<file path="config.mk">
export PLATFORM = sky130hd
export DESIGN_NAME = seg7_scan_display
export DESIGN_NICKNAME = d
export VERILOG_FILES = /design/src/rtl/seg7_pkg.sv /design/src/rtl/seg7_hex_decode.sv /design/src/rtl/seg7_scan_display.sv
export SDC_FILE = /design/constraint.sdc
export NUM_CORES = 1
export LEC_CHECK = 0
export BUFFER_PORTS_ARGS = -buffer_cell sky130_fd_sc_hd__buf_2
export CORE_AREA = 8 8 134 136
export DETAILED_ROUTE_END_ITERATION = 10
export DIE_AREA = 0 0 142 144
export SETUP_SLACK_MARGIN = 0.02
export SLEW_MARGIN = 10
export SYNTH_ARGS = -nofsm -noshare
export SYNTH_HDL_FRONTEND = slang
export SYNTH_SLANG_ARGS = --single-unit
export TNS_END_PERCENT = 100
</file>
<file path="constraint.sdc">
create_clock -name clk -period 4.1 [get_ports clk]
set_input_delay 1.025 -clock clk [delete_from_list [all_inputs] [get_ports clk]]
set_output_delay 1.025 -clock clk [all_outputs]
set_load 0.02 [all_outputs]
</file>
<file path="src/rtl/seg7_pkg.sv">
// Shared constants and decode helper for the multiplexed 7-segment display driver.
// Segment vectors are active-low {g,f,e,d,c,b,a}.
package seg7_pkg;

  localparam logic [6:0] SEG_BLANK = 7'b111_1111;

  localparam logic [15:0][6:0] SEG7_TABLE = {
    7'b000_1110,  // F
    7'b000_0110,  // E
    7'b010_0001,  // d
    7'b100_0110,  // C
    7'b000_0011,  // b
    7'b000_1000,  // A
    7'b001_0000,  // 9
    7'b000_0000,  // 8
    7'b111_1000,  // 7
    7'b000_0010,  // 6
    7'b001_0010,  // 5
    7'b001_1001,  // 4
    7'b011_0000,  // 3
    7'b010_0100,  // 2
    7'b111_1001,  // 1
    7'b100_0000   // 0
  };

  function automatic logic [6:0] seg7_decode(input logic [3:0] nib, input logic hex_en);
    logic [6:0] seg;
    if (!hex_en && (nib > 4'd9)) begin
      seg = SEG_BLANK;
    end else begin
      seg = SEG7_TABLE[nib];
    end
    return seg;
  endfunction

endpackage

</file>
<file path="src/rtl/seg7_hex_decode.sv">
// Combinational nibble to active-low segment decoder; letters A-F only when HEX_EN is set.
module seg7_hex_decode
  import seg7_pkg::*;
#(
  parameter int unsigned HEX_EN = 1
) (
  input  logic [3:0] nib_i,
  output logic [6:0] seg_o
);

  assign seg_o = seg7_decode(nib_i, (HEX_EN != 0));

endmodule

</file>
<file path="src/rtl/seg7_scan_display.sv">
// Time-multiplexed common-anode 7-segment driver with double-buffered frame data,
// per-digit blank/dp, optional leading-zero suppression and anode dead time.
module seg7_scan_display
  import seg7_pkg::*;
#(
  parameter int unsigned NUM_DIGITS = 8,
  parameter int unsigned SCAN_DIV   = 100000,
  parameter int unsigned DEAD_CYC   = 16,
  parameter int unsigned HEX_EN     = 1,
  parameter int unsigned LZ_BLANK   = 0
) (
  input  logic                      clk,
  input  logic                      rst_n,
  input  logic [4*NUM_DIGITS-1:0]   iData,
  input  logic [NUM_DIGITS-1:0]     iDp,
  input  logic [NUM_DIGITS-1:0]     iBlank,
  input  logic                      iLoad,
  output logic [6:0]                oSeg,
  output logic                      oDp,
  output logic [NUM_DIGITS-1:0]     oAn,
  output logic                      oFrame
);

  localparam int unsigned DIV_W = $clog2(SCAN_DIV);
  localparam int unsigned IDX_W = (NUM_DIGITS > 1) ? $clog2(NUM_DIGITS) : 1;
  localparam logic [DIV_W-1:0] DIV_LAST = DIV_W'(SCAN_DIV - 1);
  localparam logic [DIV_W-1:0] DEAD_V   = DIV_W'(DEAD_CYC);
  localparam logic [IDX_W-1:0] IDX_LAST = IDX_W'(NUM_DIGITS - 1);

  logic [DIV_W-1:0]                div_q, div_d;
  logic [IDX_W-1:0]                idx_q, idx_d;
  logic [NUM_DIGITS-1:0][3:0]      stg_data_q;
  logic [NUM_DIGITS-1:0]           stg_dp_q, stg_blank_q;
  logic                            pend_q, pend_d;
  logic [NUM_DIGITS-1:0][3:0]      sh_data_q, sh_data_d;
  logic [NUM_DIGITS-1:0]           sh_dp_q, sh_dp_d, sh_blank_q, sh_blank_d;
  logic [NUM_DIGITS-1:0]           an_q, an_d;
  logic [6:0]                      seg_q, seg_d;
  logic                            dp_q, dp_d, frame_q, frame_d;
  logic                            boundary_s, dark_s;
  logic [NUM_DIGITS-1:0]           lz_zero_s;
  logic [6:0]                      dec_seg_s;

  assign boundary_s = (div_q == DIV_LAST) && (idx_q == IDX_LAST);

  always_comb begin
    div_d      = div_q + 1'b1;
    idx_d      = idx_q;
    pend_d     = pend_q;
    sh_data_d  = sh_data_q;
    sh_dp_d    = sh_dp_q;
    sh_blank_d = sh_blank_q;
    if (div_q == DIV_LAST) begin
      div_d = '0;
      idx_d = (idx_q == IDX_LAST) ? '0 : idx_q + 1'b1;
    end else begin
      idx_d = idx_q;
    end
    // A load landing on the boundary bypasses staging so the next frame already shows it.
    if (boundary_s) begin
      pend_d = 1'b0;
      if (iLoad) begin
        sh_data_d  = iData;
        sh_dp_d    = iDp;
        sh_blank_d = iBlank;
      end else if (pend_q) begin
        sh_data_d  = stg_data_q;
        sh_dp_d    = stg_dp_q;
        sh_blank_d = stg_blank_q;
      end else begin
        sh_data_d  = sh_data_q;
      end
    end else if (iLoad) begin
      pend_d = 1'b1;
    end else begin
      pend_d = pend_q;
    end
  end

  // lz_zero_s[k] is set when digit k and every more significant digit hold zero.
  always_comb begin
    logic run;
    run       = 1'b1;
    lz_zero_s = '0;
    for (int k = NUM_DIGITS - 1; k >= 0; k--) begin
      run          = run & (sh_data_d[k] == 4'h0);
      lz_zero_s[k] = run;
    end
  end

  seg7_hex_decode #(.HEX_EN(HEX_EN)) u_dec (
    .nib_i (sh_data_d[idx_d]),
    .seg_o (dec_seg_s)
  );

  always_comb begin
    dark_s  = sh_blank_d[idx_d] | ((LZ_BLANK != 0) && (idx_d != '0) && lz_zero_s[idx_d]);
    seg_d   = dark_s ? SEG_BLANK : dec_seg_s;
    dp_d    = sh_blank_d[idx_d] ? 1'b1 : ~sh_dp_d[idx_d];
    frame_d = boundary_s;
    an_d    = '1;
    if (div_d < DEAD_V) begin
      an_d = '1;
    end else begin
      for (int unsigned k = 0; k < NUM_DIGITS; k++) begin
        an_d[k] = (idx_d != IDX_W'(k));
      end
    end
  end

  always_ff @(posedge clk or negedge rst_n) begin
    if (!rst_n) begin
      div_q       <= '0;
      idx_q       <= '0;
      stg_data_q  <= '0;
      stg_dp_q    <= '0;
      stg_blank_q <= '1;
      pend_q      <= 1'b0;
      sh_data_q   <= '0;
      sh_dp_q     <= '0;
      sh_blank_q  <= '1;
      an_q        <= '1;
      seg_q       <= SEG_BLANK;
      dp_q        <= 1'b1;
      frame_q     <= 1'b0;
    end else begin
      div_q      <= div_d;
      idx_q      <= idx_d;
      pend_q     <= pend_d;
      sh_data_q  <= sh_data_d;
      sh_dp_q    <= sh_dp_d;
      sh_blank_q <= sh_blank_d;
      an_q       <= an_d;
      seg_q      <= seg_d;
      dp_q       <= dp_d;
      frame_q    <= frame_d;
      if (iLoad) begin
        stg_data_q  <= iData;
        stg_dp_q    <= iDp;
        stg_blank_q <= iBlank;
      end else begin
        stg_data_q  <= stg_data_q;
      end
    end
  end

  assign oSeg   = seg_q;
  assign oDp    = dp_q;
  assign oAn    = an_q;
  assign oFrame = frame_q;

endmodule

</file>
# After elaboration in Yosys (flattened, before gate mapping)
# Memories as Yosys holds them, arrays and structs flattened.
# Cells that the tools add are included.
# classes
addsub	2
n_lt_le_gt_ge	3
n_eq_ne	9
n_mux	24
n_bitwise	1
reduce_logical	3
# ops
cell	n
$mux 32	3
$mux 8	7
$add 17x1->17 const B	1
$eq 17x17->1 const B	1
$lt 17x5->1 const B	1
$mux 17	1
$mux 7	2
$bmux 4 s3	1
$ne 3x3->1 const B	4
$bmux 1 s3	2
$mux 3	2
$ne 3x2->1 const B	2
$lt 4x5->1 const B	1
$mux 1	5
$lt 3x4->1 const B	1
$mux 4	1
$add 3x1->3 const B	1
$eq 3x3->1 const B	1
$ne 3x1->1 const B	1
$reduce_bool 3->1	1
$reduce_bool 2->1	1
$logic_and 1x1->1	1
$not 1->1	1
# word_totals
register_bits	134
mem_bits_ro	112
in_bits	51
out_inout_bits	17
word_cells	70
n_memories	1
# memory_table
memory	depth	word_bits	rd	rd_ports_with_merged_regs	wr	line_no	rtl
(no name shown)	16	7	1	0	0	seg7_pkg.sv:31	seg = SEG7_TABLE[nib];

# Depth between registers and ports, before layout
# logic_depth
word_depth	8
depth_mapped	17

# Cells and area by module
# Synthesis repeated with hierarchy kept, for this count alone.
# hier_totals
hier_cells	591
area_unflattened_um2	6522.5
# modules_own_cells
mod	instances	cells_per_inst	area_each_um2	seq_area_each_um2
seg7_scan_display	1	559	6247.2	3393.3
seg7_hex_decode	1	32	275.3	0.0

# Least setup slack after synthesis
# OpenSTA, ideal clock, no wires.
# synth_path
path_type	input to register
startpoint	in iLoad
endpoint	reg seg_q[3], in the netlist oSeg[3]
setup_time_ns	0.077
t_arrival_ns	3.371
required_time_ns	4.023
path_slack_ns	0.652
cell_stages	14
path_buffers	3
path_cell_list	clkbuf_1 -> nor2_1 -> clkbuf_1 -> buf_2 -> a32oi_1 -> nand2_1 -> mux2_2 -> a22oi_2 -> nand4_2 -> inv_1 -> ha_1 -> mux2i_1 -> and3_1 -> a31oi_1
# synth_lines
item	line_no	rtl
start: declaration	seg7_scan_display.sv:17	input logic iLoad,
end signal: assignment	seg7_scan_display.sv:134	seg_q <= seg_d;
end: declaration	seg7_scan_display.sv:38	logic [6:0] seg_q, seg_d;

# Worst setup path in the final report
# layout_path
startpoint	reg div_q[0]
endpoint	reg seg_q[3], in the netlist oSeg[3]
# layout_via
elab_chain_len	8
# layout_lines
item	line_no	rtl
start: declaration	seg7_scan_display.sv:30	logic [DIV_W-1:0] div_q, div_d;
start signal: assignment	seg7_scan_display.sv:127	div_q <= div_d;
$eq 17x17->1 (*)	seg7_scan_display.sv:44, seg7_scan_display.sv:53	
$logic_and 1x1->1	seg7_scan_display.sv:44	assign boundary_s = (div_q == DIV_LAST) && (idx_q == IDX_LAST);
$mux 32	seg7_scan_display.sv:60	if (boundary_s) begin
$bmux 4 s3	seg7_scan_display.sv:92	.nib_i (sh_data_d[idx_d]),
$mux 4 (not written as such)	seg7_scan_display.sv:92	
$mem_v2 16x7	n/a	
$mux 7 (not written as such)	seg7_pkg.sv:31	
$mux 7 (*)	seg7_scan_display.sv:98	seg_d = dark_s ? SEG_BLANK : dec_seg_s;
named net seg_d[3]	seg7_scan_display.sv:38	
# Mark *: on every way through the listed nets, which the timed path passes. The rest lies on a longest branch. The select of a mux whose other input is x is not followed.
# A chain may end at the register's enable or synchronous reset.

==> metrics.txt <==
Reg2Reg Launch Point div_q[0]$_DFF_PN0_; Total GRT Usage 15.3%; ys async rst share 100%; endpoint class of the critical path flop; Final Max Tran Viols 0; max_cap viols 0; LEAKAGE 3.50 nW; combinational share of power 4.4%; router iterations before antenna repair 4; Hold WS 0.475 ns; switching power ~0.66 mW; slew margin rel. 36.9%; status finished, final reports clean; vias per inst 5.20; IO Port Bufs between 60 and 70; Clk network pwr share 51.2%; CP max stage delay roughly 0.45 ns; nets 652; pre-CTS setup slack 0.375 ns; vias in the first global route 4616; Crit-path slowest cell nor4_4; post-synthesis mux area share 13.9%; number of synthesized flops with an enable pin 0; prevailing post-synth register cell dfrtp_1; final global-route overflow total 0; Req. time, crit path roughly 4.4 ns; sequential fraction of design power 44.4%; CP Launch Point div_q[0]$_DFF_PN0_; power density cells approximately 420 mW/mm²; most frequent cells in the layout dfrtp_1 (102), buf_2 (66), nand2_1 (57), mux2_2 (55), dfstp_2 (32); Power Internal between 2 and 2.5 mW; Core Rows 47; final-report setup violation count 0; CTS Hold Bufs 0; Inserted Diodes 0; first-pass GRT wire length approximately 24000 µm; gpl congestion 0.869; chip height between 100 and 150 µm; CTS H-Tree Depth 4; drt wl/cell between 15 and 20 µm; clock skew 0.0146 ns; final hold vios 0; # DRC 0; HPWL after detailed placement between 10000 and 15000 µm; Clock Sinks 134; Netlist cell types 66; Clock Latency Late Sink 0.42 ns; Yosys reg bits 134; Initial Util 38.9%; Post-Syn Area per Cell 12.1 µm²; Hold Crit Class reg -> reg; io pins 68; routed wire length 14700 µm; synthesized cell area 0.00625 mm²; largest net degree at the start of global routing 74; leading cell type in the layout, fill and taps excluded dfrtp_1; Worst VDD drop about 0.00027 V; switching portion of total power 20.9%; CP delay by family, top simple AND/OR/NAND/NOR gates; Compound-Gate Fraction of Synth Area 12.3%; RSZ-0062 raised after global routing no; Synth Area in Adders 1.80%; XOR/XNOR Fraction of Synth Area 2.24%; Die Wd 142 µm; critical path startpoint category flop; Buf/Inv on CP 3; final setup TNS 0 ns; Vias 4292; CP cell instances ha_1 -> nand4_1 -> nor4_4 -> buf_4 -> mux2i_1 -> inv_1 -> mux2_2 -> a22oi_2 -> nand4_2 -> inv_1 -> ha_1 -> mux2i_1 -> and3_1 -> a31oi_1; synth warn 0; CTS root buf clkbuf_16; fin crit share between 90% and 100%; Final ANT Viol Nets 0; fillcell total 1464; Seq/Total Area, Yosys a little over half; actual slew at the worst max-slew pin 0.947 ns; cell count after synthesis 517; CTS Buf Count 17; die area slightly above 0.02 mm²; initial DRC count roughly 230; CP Class reg -> reg; PnR Total Power 3.15 mW; Core Util, Final 46.3%; CP max FO 14; CORE AREA ~0.016 mm²; proportion of layout cells with a drive suffix above 1 37.2%; Clock transition at path regs about 0.060 ns; WP data arrival 4.06 ns; net count after synthesis 577; CTS tree built; clk buf depth 2; setup ws final around 0.37 ns; FMAX around 270 MHz; post-route minimum period 3.73 ns; fraction of the mapped netlist area in simple logic gates 11.5%; area delta synth->final 19.0%; initial antenna violation count 0; largest family of logic cells by synthesized area multiplexers; start point of the worst hold path sh_blank_q[4]$_DFF_PN1_
[state kept, by name (all words and copies together) (netlist names), 3 cells and up]
register	flops
stg_data_q	32
oSeg	7
oAn	8
idx_q	3
stg_blank_q	8
sh_blank_q	8
sh_dp_q	8
sh_data_q	32
div_q	17
stg_dp_q	8
[metal layers]
layer  GRT usage, %  wire [µm]  up-vias
li1               -          -     2029
met1           19.4       6650     2145
met2           23.9       7060       99
met3           4.42        696       19
met4           6.56        277        0
met5              0          0        -
[final cells by class]
| type | instances | area, µm² | share of cell area, % |
|---|---|---|---|
| multi-input cells | 340 | 2610 | 35.1 |
| flip-flops and latches | 134 | 3390 | 45.6 |
| clock buffers | 20 | 457 | 6.14 |
| well taps | 220 | 275 | 3.70 |
| clock inverters | 12 | 175 | 2.36 |
| repair buffers | 82 | 463 | 6.23 |
| inverters | 17 | 63.8 | 0.858 |
[synth_stat cells, drive strengths merged (2+ instances only)]
| cell | instances | area, µm² |
|---|---|---|
| a21oi | 6 | 37.5 |
| nor2 | 31 | 121 |
| nor3 | 3 | 15.0 |
| nand4bb | 2 | 22.5 |
| dfrtp | 102 | 2550 |
| o22ai | 4 | 25.0 |
| dfstp | 32 | 841 |
| and2 | 2 | 15.0 |
| a22o | 2 | 17.5 |
| a211oi | 3 | 27.5 |
| nor2b | 4 | 25.0 |
| a22oi | 27 | 241 |
| xor2 | 7 | 61.3 |
| nand2 | 58 | 220 |
| a32oi | 21 | 184 |
| xnor2 | 9 | 78.8 |
| nand2b | 2 | 12.5 |
| mux2 | 56 | 634 |
| buf | 17 | 150 |
| mux2i | 23 | 234 |
| a21o | 3 | 23.8 |
| o221ai | 3 | 26.3 |
| or4 | 2 | 18.8 |
| a31oi | 3 | 18.8 |
| nand3 | 14 | 70.1 |
| nand3b | 3 | 35.0 |
| clkbuf | 9 | 33.8 |
| ha | 9 | 113 |
| a2111oi | 2 | 18.8 |
| nand4 | 2 | 18.8 |
| o211ai | 2 | 15.0 |
| and3 | 8 | 50.1 |
| nor4 | 4 | 61.3 |
| inv | 17 | 63.8 |
| o21ai | 16 | 80.1 |
[path summary, 6_finish.rpt]
kind / depth (start not counted) / slack [ns] / end
worst min-delay path: 2 / 0.47 / sh_blank_q[4]$_DFF_PN1_
worst max register to register: 14 / 0.37 / oSeg[3]$_DFF_PN1_
max in group asynchronous: 2 / 2.45 / oSeg[5]$_DFF_PN1_
worst min register to register: 2 / 0.47 / sh_blank_q[4]$_DFF_PN1_
worst max-delay path: 14 / 0.37 / oSeg[3]$_DFF_PN1_
min in group asynchronous: 1 / 0.76 / stg_data_q[22]$_DFFE_PN0P_
[logic make-up (layout without fill, tap and decap cells)]
family | Yosys count | count (layout)
AND/OR/NAND/NOR | 139 | 139
flip-flops | 134 | 134
AO/OA/AOI/OAI | 97 | 97
multiplexers | 79 | 79
buffers and inverters | 43 | 131
XOR/XNOR | 16 | 16
adder cells (fa/ha/maj) | 9 | 9
[power groups by stage]
stage	combinational, mW	sequential (mW)	clock, mW
floorplan	0.0679	1.41	0
global placement	0.140	1.42	0
detailed placement	0.145	1.42	0
CTS	0.145	1.40	1.65
global route	0.158	1.40	1.71
finish	0.140	1.40	1.61
[what timing repair did]
| action | CTS | global route |
|---|---|---|
| setup endpoints to repair | 0 | 1 |
| setup buffers | 0 | 0 |
| endpoints found under the hold margin | 0 | 0 |
| resized for setup | 0 | 1 |
[through the flow]
| step | instance area [µm²] | cells |
|---|---|---|
| 2_1_floorplan | 6250 | 517 |
| 3_3_place_gp | 6800 | 793 |
| 3_5_place_dp | 6800 | 793 |
| 4_1_cts | 7430 | 825 |
| 5_1_grt | 7430 | 825 |
| 6_report | 7430 | 825 |
[worst min-delay path: stages (launching register included)]
cell     delay, ns
dfstp_2       0.36
nand2_1       0.04
o21ai_1       0.07
Note: power is estimated with default switching activity, not from simulation.
